--- config.mk ---
export PLATFORM = sky130hd
export DESIGN_NAME = truth_table_sweeper
export DESIGN_NICKNAME = d
export VERILOG_FILES = /design/src/rtl/truth_table_pkg.sv /design/src/rtl/sense_sync.sv /design/src/rtl/truth_table_sweeper.sv
export SDC_FILE = /design/constraint.sdc
export NUM_CORES = 1
export LEC_CHECK = 0
export ABC_AREA = 1
export CORE_MARGIN = 10
export CORE_UTILIZATION = 45
export DETAILED_ROUTE_END_ITERATION = 10
export PLACE_DENSITY = 0.71
export SLEW_MARGIN = 10
export SYNTH_ARGS = -nofsm -noshare
export SYNTH_HDL_FRONTEND = slang
export SYNTH_HIERARCHICAL = 1
export SYNTH_SLANG_ARGS = --single-unit
--- constraint.sdc ---
create_clock -name clk -period 2.75 [get_ports clk]
set_input_delay 0.825 -clock clk [delete_from_list [all_inputs] [get_ports clk]]
set_output_delay 0.825 -clock clk [all_outputs]
set_load 0.1 [all_outputs]
--- src/rtl/truth_table_pkg.sv ---
// Shared types, sizes and the index-to-bit mapping for the truth-table sweeper.
package truth_table_pkg;

  typedef enum logic [1:0] {
    ST_IDLE   = 2'd0,
    ST_DRIVE  = 2'd1,
    ST_SAMPLE = 2'd2,
    ST_DONE   = 2'd3
  } state_e;

  localparam int N_INPUTS = 4;
  localparam int TT_WIDTH = 16;

  // Input index 0 lands in the MSB of the truth table (Cello hex-code ordering).
  function automatic logic [3:0] tt_bit(input logic [N_INPUTS-1:0] idx);
    return 4'(TT_WIDTH - 1) - idx;
  endfunction

endpackage

--- src/rtl/sense_sync.sv ---
// Two-flop synchronizer for the netlist output, which is asynchronous to the sweep.
module sense_sync (
  input  logic clk,
  input  logic rst_n,
  input  logic sense,
  output logic sense_sync
);

  logic meta_r;
  logic sync_r;

  // Shift the raw sense value through two flops before anyone looks at it.
  always_ff @(posedge clk or negedge rst_n) begin
    if (!rst_n) begin
      meta_r <= 1'b0;
      sync_r <= 1'b0;
    end else begin
      meta_r <= sense;
      sync_r <= meta_r;
    end
  end

  assign sense_sync = sync_r;

endmodule

--- src/rtl/truth_table_sweeper.sv ---
// Sweeps a 4-input combinational netlist through all 16 input vectors, holds
// each for SETTLE_CYCLES, captures the synchronized output into a truth table
// and compares it against EXPECTED.
module truth_table_sweeper
  import truth_table_pkg::*;
#(
  parameter int          SETTLE_CYCLES = 16,
  parameter logic [15:0] EXPECTED      = 16'h93AC
) (
  input  logic        clk,
  input  logic        rst_n,
  input  logic        start,
  input  logic        abort,
  output logic        in1,
  output logic        in2,
  output logic        in3,
  output logic        in4,
  input  logic        out_sense,
  output logic        busy,
  output logic        done,
  output logic        pass,
  output logic [15:0] measured,
  output logic [15:0] mismatch
);

  // DRIVE lasts SETTLE_CYCLES-1 cycles, SAMPLE one more.
  localparam logic [7:0] CNT_LAST = 8'(SETTLE_CYCLES - 2);

  state_e                state_r;
  logic [N_INPUTS-1:0]   idx_r;
  logic [7:0]            cnt_r;
  logic [N_INPUTS-1:0]   stim_r;
  logic                  busy_r;
  logic                  done_r;
  logic                  pass_r;
  logic [TT_WIDTH-1:0]   measured_r;
  logic [TT_WIDTH-1:0]   mismatch_r;
  logic [TT_WIDTH-1:0]   capture_s;
  logic                  sense_s;
  logic                  running_s;

  sense_sync u_sense_sync (
    .clk        (clk),
    .rst_n      (rst_n),
    .sense      (out_sense),
    .sense_sync (sense_s)
  );

  // Truth table as it will look once the current row's sample is written.
  always_comb begin
    capture_s = measured_r;
    capture_s[tt_bit(idx_r)] = sense_s;
    running_s = (state_r == ST_DRIVE) || (state_r == ST_SAMPLE);
  end

  // Sweep FSM with settle counter, vector index, stimulus and capture registers.
  always_ff @(posedge clk or negedge rst_n) begin
    if (!rst_n) begin
      state_r    <= ST_IDLE;
      idx_r      <= 4'd0;
      cnt_r      <= 8'd0;
      stim_r     <= 4'd0;
      busy_r     <= 1'b0;
      done_r     <= 1'b0;
      pass_r     <= 1'b0;
      measured_r <= 16'h0000;
      mismatch_r <= 16'h0000;
    end else if (abort) begin
      // Abort beats start and beats a same-cycle sample.
      state_r    <= ST_IDLE;
      idx_r      <= 4'd0;
      cnt_r      <= 8'd0;
      stim_r     <= 4'd0;
      busy_r     <= 1'b0;
      done_r     <= 1'b0;
      pass_r     <= 1'b0;
      mismatch_r <= 16'h0000;
      if (running_s) begin
        measured_r <= 16'h0000;
      end else begin
        measured_r <= measured_r;
      end
    end else begin
      case (state_r)
        ST_IDLE, ST_DONE: begin
          if (start) begin
            state_r    <= ST_DRIVE;
            idx_r      <= 4'd0;
            cnt_r      <= 8'd0;
            stim_r     <= 4'd0;
            busy_r     <= 1'b1;
            done_r     <= 1'b0;
            pass_r     <= 1'b0;
            measured_r <= 16'h0000;
            mismatch_r <= 16'h0000;
          end else begin
            state_r <= state_r;
          end
        end
        ST_DRIVE: begin
          cnt_r <= cnt_r + 8'd1;
          if (cnt_r == CNT_LAST) begin
            state_r <= ST_SAMPLE;
          end else begin
            state_r <= ST_DRIVE;
          end
        end
        ST_SAMPLE: begin
          measured_r <= capture_s;
          if (idx_r == 4'd15) begin
            // Last row: inputs park at 0000 and the verdict is registered.
            state_r    <= ST_DONE;
            stim_r     <= 4'd0;
            busy_r     <= 1'b0;
            done_r     <= 1'b1;
            pass_r     <= (capture_s == EXPECTED);
            mismatch_r <= capture_s ^ EXPECTED;
          end else begin
            state_r <= ST_DRIVE;
            idx_r   <= idx_r + 4'd1;
            stim_r  <= idx_r + 4'd1;
            cnt_r   <= 8'd0;
          end
        end
        default: begin
          state_r <= ST_IDLE;
          stim_r  <= 4'd0;
          busy_r  <= 1'b0;
        end
      endcase
    end
  end

  assign in1      = stim_r[3];
  assign in2      = stim_r[2];
  assign in3      = stim_r[1];
  assign in4      = stim_r[0];
  assign busy     = busy_r;
  assign done     = done_r;
  assign pass     = pass_r;
  assign measured = measured_r;
  assign mismatch = mismatch_r;

endmodule

==> results of run 1 <==
-- synth_stat cells (3+ instances only) --
library cell / count / area share (%)
inv_1: 30 / 3.9
nor3_1: 4 / 0.70
a22o_1: 4 / 1.2
nand4_1: 11 / 2.4
nand2_2: 4 / 0.88
nor2_4: 3 / 1.2
o31ai_2: 3 / 1.3
o21ai_0: 15 / 2.6
buf_2: 4 / 0.70
dfrtp_1: 55 / 48
nand2_1: 100 / 13
nor2_1: 18 / 2.4
buf_4: 4 / 1.1
o21ai_1: 23 / 4.0
inv_2: 7 / 0.92
nand3_1: 29 / 5.1
a21oi_1: 4 / 0.70
ha_1: 10 / 4.4
-- layer usage --
layer	up-vias	routed length, um
li1	1202	-
met1	1129	3080
met2	60	3210
met3	9	446
met4	0	84
met5	-	0
-- sequential cells by signal, summed over array words and instances, names as in the netlist --
name                     flops
stim_r                       4
busy                         1
mismatch                    16
done                         1
idx_r                        4
pass                         1
cnt_r                        8
u_sense_sync/sense_sync      1
u_sense_sync/meta_r          1
state_r                      2
measured                    16
-- worst reg2reg max path, cell delays in order, from the launching register on --
cell and delay (ns):
dfrtp_1 0.80, nand3_1 0.30, nor2_2 0.23, nor2_4 0.08
inv_2 0.14, nor2_1 0.06, nor3b_1 0.20
-- power by group through the flow --
stage	Clock [mW]	Combinational [mW]	Sequential, mW
after floorplan	0	0.113	0.864
after global placement	0	0.170	0.851
after detailed placement	0	0.174	0.852
after CTS	0.568	0.174	0.836
after global routing	0.607	0.191	0.839
final	0.555	0.173	0.836
-- through the flow --
stage,worst slack [ns],cells
detailed placement,0.225,454
global route,0.367,462
floorplan,1.00,345
finish,0.532,462
CTS,0.555,462
global placement,0.248,454
-- final timing paths --
check / end / slack [ns] / cells past startpoint / from
worst max-delay path: mismatch[3]$_DFFE_PN0P_ / 0.53 / 7 / abort
worst min-delay path: u_sense_sync/sense_sync$_DFF_PN0_ / 0.36 / 0 / u_sense_sync/meta_r$_DFF_PN0_
worst max register to register: cnt_r[6]$_DFFE_PN0P_ / 0.86 / 6 / idx_r[2]$_DFFE_PN0P_
worst min register to register: u_sense_sync/sense_sync$_DFF_PN0_ / 0.36 / 0 / u_sense_sync/meta_r$_DFF_PN0_
max in group asynchronous: mismatch[0]$_DFFE_PN0P_ / 1.69 / 2 / rst_n
min in group asynchronous: measured[5]$_DFFE_PN0P_ / 0.48 / 1 / rst_n
-- layout make-up --
type / instances / area share [%]
clock buffers: 6 / 2.47
inverters: 38 / 4.34
multi-input cells: 241 / 37.6
clock inverters: 2 / 1.05
well taps: 75 / 2.80
flip-flops and latches: 55 / 41.1
repair buffers: 45 / 10.6
-- cells by family after synthesis --
group	after synthesis	synth area share [%]
xor gates and xnor gates	1	0.307
buffers and inverters	49	7.75
adders and majority gates	10	4.38
DFF	55	48.2
and+or+nand+nor	175	27.6
AOI/OAI and AO/OA	55	11.8
==> results.toml, run 1 <==
[global_route]
grt_max_degree = 34
met3_usage_pct = 4.08
grt_usage_pct = 14.1
use_met2_pct = 22.2
grt_use_met1_pct = 18.2
grt_busiest_layer = "met2"
globalRouteOverflowTotal = 0
grt_pass1_vias = 2398
antenna_found_initial = 0
grt_pass1_wl_mm = 11.7

[sta]
hold_violations = 0
fin_crit_ns = 2.22
final.period_utilization_pct = 80.6
setup_violations = 0
max-slew-margin-rel_pct = 53.8
timing_worst_slew_pin_value_ns = 0.693
skew_ns = 0.0190
rsz0062_at_grt = "no"
max_freq_mhz = 451
hold_ws_ns = 0.360
setup_tns_ns = 0
slew_violations = 0

[pwr]
pwr-share-seq_pct = 53.5
switchingPower_mw = 0.402
pwr-share-clk_pct = 35.5
combPwrFrac_pct = 11.1
p_int_mw = 1.16
p_total_mw = 1.56
power-per-cell-area_mw_per_mm2 = 467
switching_share_pct = 25.7
p_leak_nw = 1.73
peakVddDrop_uv = 235

[worst_setup_path]
slowest_delay_ns = 0.61
cp_data_required_time_ns = 2.95
cp_slowest_cell = "clkdlybuf4s50_1"
path_buf_inv = 4
crit_path_cell_trace = "clkdlybuf4s50_1 -> inv_2 -> nand2_4 -> inv_2 -> a21oi_2 -> inv_2 -> a22o_1"
worstSetupPathType = "in2reg"
cp_top_family = "buffers and inverters"
critPathArrivalTime_ns = 2.42
cp-start-kind = "primary input"
crit_fanout = 21
endpoint_kind = "register"
critPathMostFrequentCell = "inv_2"

[cells_and_area]
fillers = 562
final_common_cell = "nand2_1"
utilization_pct = 55.5
multi_input_area_mm2 = 0.00126
area_growth_pct = 17.2
final_cell_mix = "nand2_1, dfrtp_1, buf_4"
fin_nets = 401
final_area_mm2 = 0.00335
register_area_mm2 = 0.00138
antennaDiodeCount = 0
drive_above_1_share_pct = 19.6

[placement]
io_buffers = 43
dp_hpwl_mm = 5.18
place_congestion = 0.897
place_area_mm2 = 0.00323

[floorplan]
rows = 28
die_area_mm2 = 0.00993
io_pins = 44
start_util_pct = 47.4
die_h_um = 99.7
coreArea_mm2 = 0.00603
die_w_um = 99.7

[synth]
synth_warnings = 6
synth-seq-cells = 55
synth_area_per_cell_um2 = 8.28
synth_fp_nets = 360
syn_inst = 345
synth_area_mm2 = 0.00286
synth_edf_count = 0
yosysSeqAreaShare_pct = 48.2
synth_flop_cell = "dfrtp_1"
synth.distinct_cells = 31
async_reset_ff_share_pct = 100

[run_status]
status = "finished, final reports clean"

[detailed_routing]
firstDrtPassIters = 4
via_count = 2400
routed_wl_mm = 6.83
wire_per_inst_um = 14.8
drt_drc_violations_left = 0
viasPerCell = 5.19
postRouteAntennaNets = 0
first_iter_violations = 158

[cts]
clock_path_buffers = 2
cts_made_buffers = 5
cts_hold_buffers = 0
cts_resized = 0
cts_tree = "yes"
cts_sinks = 55
insertion_delay_ns = 0.31
post-cts-setup-buffer-count = 0
htree_levels = 2
root_buffer = "clkbuf_8"
clkTransAtPathRegs_ns = 0.09

[flow_run]
maxCapViolCount = 0

[worst_hold_path]
hp-class = "reg2reg"
(Power assumes the default switching activity.)
==> inputs of run 2 (changes only) <==
clock period = 2.3 ns   (was 2.75 ns; I/O delays follow)
==> results.toml, run 2 (synthesis gave the netlist of run 1 again) <==
[sta]
fin_crit_ns = 1.95
rsz0062_at_grt = "no"
setup_violations = 0
slew_violations = 0
setup_tns_ns = 0
final.period_utilization_pct = 84.6
hold_ws_ns = 0.354
skew_ns = 0.0185
max_freq_mhz = 514
max-slew-margin-rel_pct = 61.7
setup_slack_ns = 0.353
timing_worst_slew_pin_value_ns = 0.569
hold_violations = 0

[worst_setup_path]
rr_worst_depth = 6
critPathArrivalTime_ns = 2.14
cp_data_required_time_ns = 2.50
cp-start-kind = "register"
r2r_start = "state_r[0]$_DFFE_PN0P_"
ff2ff_setup_slack_ns = 0.35
worstSetupPathType = "reg2reg"
crit_end = "mismatch[11]$_DFFE_PN0P_"
endpoint_kind = "register"
crit_fanout = 5
rr_endpoint = "mismatch[11]$_DFFE_PN0P_"
cp-startpoint = "state_r[0]$_DFFE_PN0P_"

[cells_and_area]
register_area_mm2 = 0.00138
drive_above_1_share_pct = 20.2
fin_nets = 405
final_area_mm2 = 0.00334
final_cell_mix = "nand2_1, dfrtp_1, buf_4"
area_growth_pct = 17.1
final_common_cell = "nand2_1"
multi_input_area_mm2 = 0.00126
utilization_pct = 55.5
antennaDiodeCount = 0
fin_cells = 466
fillers = 601

[cts]
htree_levels = 2
clock_path_buffers = 2
cts_hold_buffers = 0
cts_resized = 0
cts_sinks = 55
cts_made_buffers = 5
cts_tree = "yes"
insertion_delay_ns = 0.32
post-cts-setup-buffer-count = 0
clkTransAtPathRegs_ns = 0.11
root_buffer = "clkbuf_8"

[placement]
dp_slack_ns = 0.0579
place_inst = 458
io_buffers = 43
dp_hpwl_mm = 4.95
place_area_mm2 = 0.00326
place_congestion = 0.869

[detailed_routing]
postRouteAntennaNets = 0
first_iter_violations = 223
drt_drc_violations_left = 0
viasPerCell = 5.11
via_count = 2379
wire_per_inst_um = 14.3
firstDrtPassIters = 4
routed_wl_mm = 6.67

[floorplan]
coreArea_mm2 = 0.00603
io_pins = 44
die_area_mm2 = 0.00993
die_h_um = 99.7
die_w_um = 99.7
rows = 28
start_util_pct = 47.4

[global_route]
grt_pass1_vias = 2387
antenna_found_initial = 0
globalRouteOverflowTotal = 0
grt_pass1_wl_mm = 11.8
grt_usage_pct = 14.1
grt_max_degree = 33

[pwr]
peakVddDrop_uv = 271
power-per-cell-area_mw_per_mm2 = 522
p_total_mw = 1.75
p_leak_nw = 1.73

[run_status]
status = "finished, final reports clean"

[flow_run]
maxCapViolCount = 0

[worst_hold_path]
hp-class = "in2async"
run 2: layout make-up:
cell class,instances,share of cell area [%]
repair buffers,49,11.5
inverters,38,4.34
flip-flops and latches,55,41.2
clock inverters,2,0.374
well taps,75,2.81
clock buffers,6,2.17
multi-input cells,241,37.6
run 2: how the worst min path moves through the flow:
stage | startpoint | endpoint
2_1_floorplan | u_sense_sync/meta_r$_DFF_PN0_ | u_sense_sync/sense_sync$_DFF_PN0_
3_3_place_gp | u_sense_sync/meta_r$_DFF_PN0_ | u_sense_sync/sense_sync$_DFF_PN0_
3_5_place_dp | u_sense_sync/meta_r$_DFF_PN0_ | u_sense_sync/sense_sync$_DFF_PN0_
4_1_cts | rst_n | measured[7]$_DFFE_PN0P_
5_1_grt | u_sense_sync/meta_r$_DFF_PN0_ | u_sense_sync/sense_sync$_DFF_PN0_
6_report | rst_n | measured[7]$_DFFE_PN0P_
run 2: worst max-delay path, cell delays in order, from the launching register on:
cell     delay [ns]
dfrtp_1        0.36
inv_1          0.06
ha_1           0.39
o21ai_0        0.51
nor2_4         0.13
buf_4          0.17
a22o_1         0.22
run 2: routing by layer:
layer	vias to the layer above	share of wire, %	GRT usage [%]
met5	-	0	0
met4	0	0.88	3.31
met3	7	6.9	3.60
met2	57	46	22.0
met1	1092	47	19.0
li1	1223	-	-
run 2: where the power goes:
| part | internal (mW) | leakage [nW] | switching [mW] |
|---|---|---|---|
| Combinational | 0.0535 | 0.929 | 0.153 |
| Sequential | 0.984 | 0.759 | 0.0152 |
| Clock | 0.214 | 0.0412 | 0.325 |
==> inputs of run 3 (changes only) <==
clock period = 1.95 ns   (was 2.3 ns; I/O delays follow)
==> results.toml, run 3 (synthesis gave the netlist of run 1 again) <==
[detailed_routing]
viasPerCell = 5.21
routed_wl_mm = 6.84
via_count = 2502
postRouteAntennaNets = 0
firstDrtPassIters = 4
wire_per_inst_um = 14.2
first_iter_violations = 142
drt_drc_violations_left = 0

[floorplan]
die_w_um = 99.7
io_pins = 44
coreArea_mm2 = 0.00603
start_util_pct = 47.4
die_h_um = 99.7
rows = 28
die_area_mm2 = 0.00993

[worst_setup_path]
rr_endpoint = "mismatch[3]$_DFFE_PN0P_"
crit_path_cell_trace = "inv_1 -> ha_1 -> o21ai_0 -> nor2_4 -> buf_4 -> a22o_1"
cp_num_cells = 6
cp_slowest_cell = "o21ai_0"
cp_data_required_time_ns = 2.15
crit_fanout = 4
endpoint_kind = "register"
path_buf_inv = 2
critPathArrivalTime_ns = 2.04
worstSetupPathType = "reg2reg"
cp-start-kind = "register"
slowest_delay_ns = 0.47
cp_top_family = "compound AO/OA/AOI/OAI gates"
r2r_start = "state_r[0]$_DFFE_PN0P_"
ff2ff_setup_slack_ns = 0.11
rr_worst_depth = 6

[pwr]
switchingPower_mw = 0.574
p_leak_nw = 1.91
power-per-cell-area_mw_per_mm2 = 543
combPwrFrac_pct = 13.4
p_int_mw = 1.58
pwr-share-seq_pct = 54.8
peakVddDrop_uv = 504
switching_share_pct = 26.7
pwr-share-clk_pct = 31.8

[cells_and_area]
fin_nets = 419
final_cell_mix = "nand2_1, dfrtp_1, buf_12"
drive_above_1_share_pct = 23.2
antennaDiodeCount = 0
final_area_mm2 = 0.00397
area_growth_pct = 38.9
final_common_cell = "nand2_1"

[flow_run]
maxCapViolCount = 0

[cts]
insertion_delay_ns = 0.31
cts_sinks = 55
htree_levels = 2
cts_made_buffers = 5
cts_tree = "yes"
cts_hold_buffers = 0
root_buffer = "clkbuf_8"
cts_resized = 0
post-cts-setup-buffer-count = 0
clkTransAtPathRegs_ns = 0.10
clock_path_buffers = 2

[global_route]
globalRouteOverflowTotal = 0
grt_pass1_vias = 2490
grt_max_degree = 56
grt_pass1_wl_mm = 11.6
antenna_found_initial = 0
grt_usage_pct = 13.7

[placement]
dp_hpwl_mm = 5.18
place_area_mm2 = 0.00386
io_buffers = 43
place_congestion = 0.871

[sta]
skew_ns = 0.0122
setup_violations = 0
hold_violations = 0
final.period_utilization_pct = 94.3
fin_crit_ns = 1.84
max-slew-margin-rel_pct = 63.4
hold_ws_ns = 0.264
slew_violations = 0
rsz0062_at_grt = "no"
timing_worst_slew_pin_value_ns = 0.544
max_freq_mhz = 544

[run_status]
status = "finished, final reports clean"

[worst_hold_path]
hp-class = "in2async"
run 3: cell types whose count changed in the layout (fill, tap and decap cells not counted), sizes merged:
cell,change
clkinv,-1
buf,+14
clkbuf,+1
run 3: area by class of cell:
type	instances	area [um2]
clock buffer	7	96.3
clock inverter	1	7.51
fill	502	2060
inverter	38	145
multi-input combinational	241	1260
sequential	55	1380
tap	75	93.8
timing repair buffer	63	991
run 3: layer usage:
layer | GRT usage, % | vias up | wire, um
met3 | 4.50 | 9 | 463
li1 | - | 1245 | -
met5 | 0 | - | 0
met2 | 23.6 | 78 | 3370
met1 | 15.7 | 1170 | 2910
met4 | 4.41 | 0 | 93
run 3: worst max path at each step:
stage / slack (ns) / startpoint / to
floorplan: 0.27 / state_r[1]$_DFFE_PN0P_ / measured[13]$_DFFE_PN0P_
global placement: -0.06 / start / pass$_DFFE_PN0P_
detailed placement: -0.17 / abort / mismatch[4]$_DFFE_PN0P_
CTS: 0.13 / state_r[0]$_DFFE_PN0P_ / mismatch[4]$_DFFE_PN0P_
global route: 0.006 / state_r[0]$_DFFE_PN0P_ / mismatch[6]$_DFFE_PN0P_
finish: 0.11 / state_r[0]$_DFFE_PN0P_ / mismatch[3]$_DFFE_PN0P_
run 3: stage by stage:
| step | setup slack, ns | setup TNS, ns | instances | power [mW] | utilization (%) |
|---|---|---|---|---|---|
| floorplan | 0.269 | 0 | 345 | 1.38 | - |
| global placement | -0.0625 | -0.767 | 472 | 1.48 | 64.1 |
| detailed placement | -0.174 | -2.94 | 472 | 1.49 | 64.1 |
| CTS | 0.132 | 0 | 480 | 2.17 | 65.9 |
| global route | 0.00560 | 0 | 480 | 2.25 | 65.9 |
| finish | 0.110 | 0 | 480 | 2.15 | 65.9 |
run 3: power by group through the flow:
stage               Clock (mW)  Sequential (mW)  Combinational [mW]
finish                   0.686             1.18               0.288
global route             0.750             1.18               0.319
CTS                      0.699             1.18               0.290
detailed placement           0             1.20               0.288
global placement             0             1.20               0.275
floorplan                    0             1.22               0.159
run 3: worst register-to-register path, stage by stage, from the launching register on:
cell and delay (ns):
dfrtp_1 0.36, inv_1 0.05, ha_1 0.32, o21ai_0 0.47, nor2_4 0.12, buf_4 0.18
a22o_1 0.22
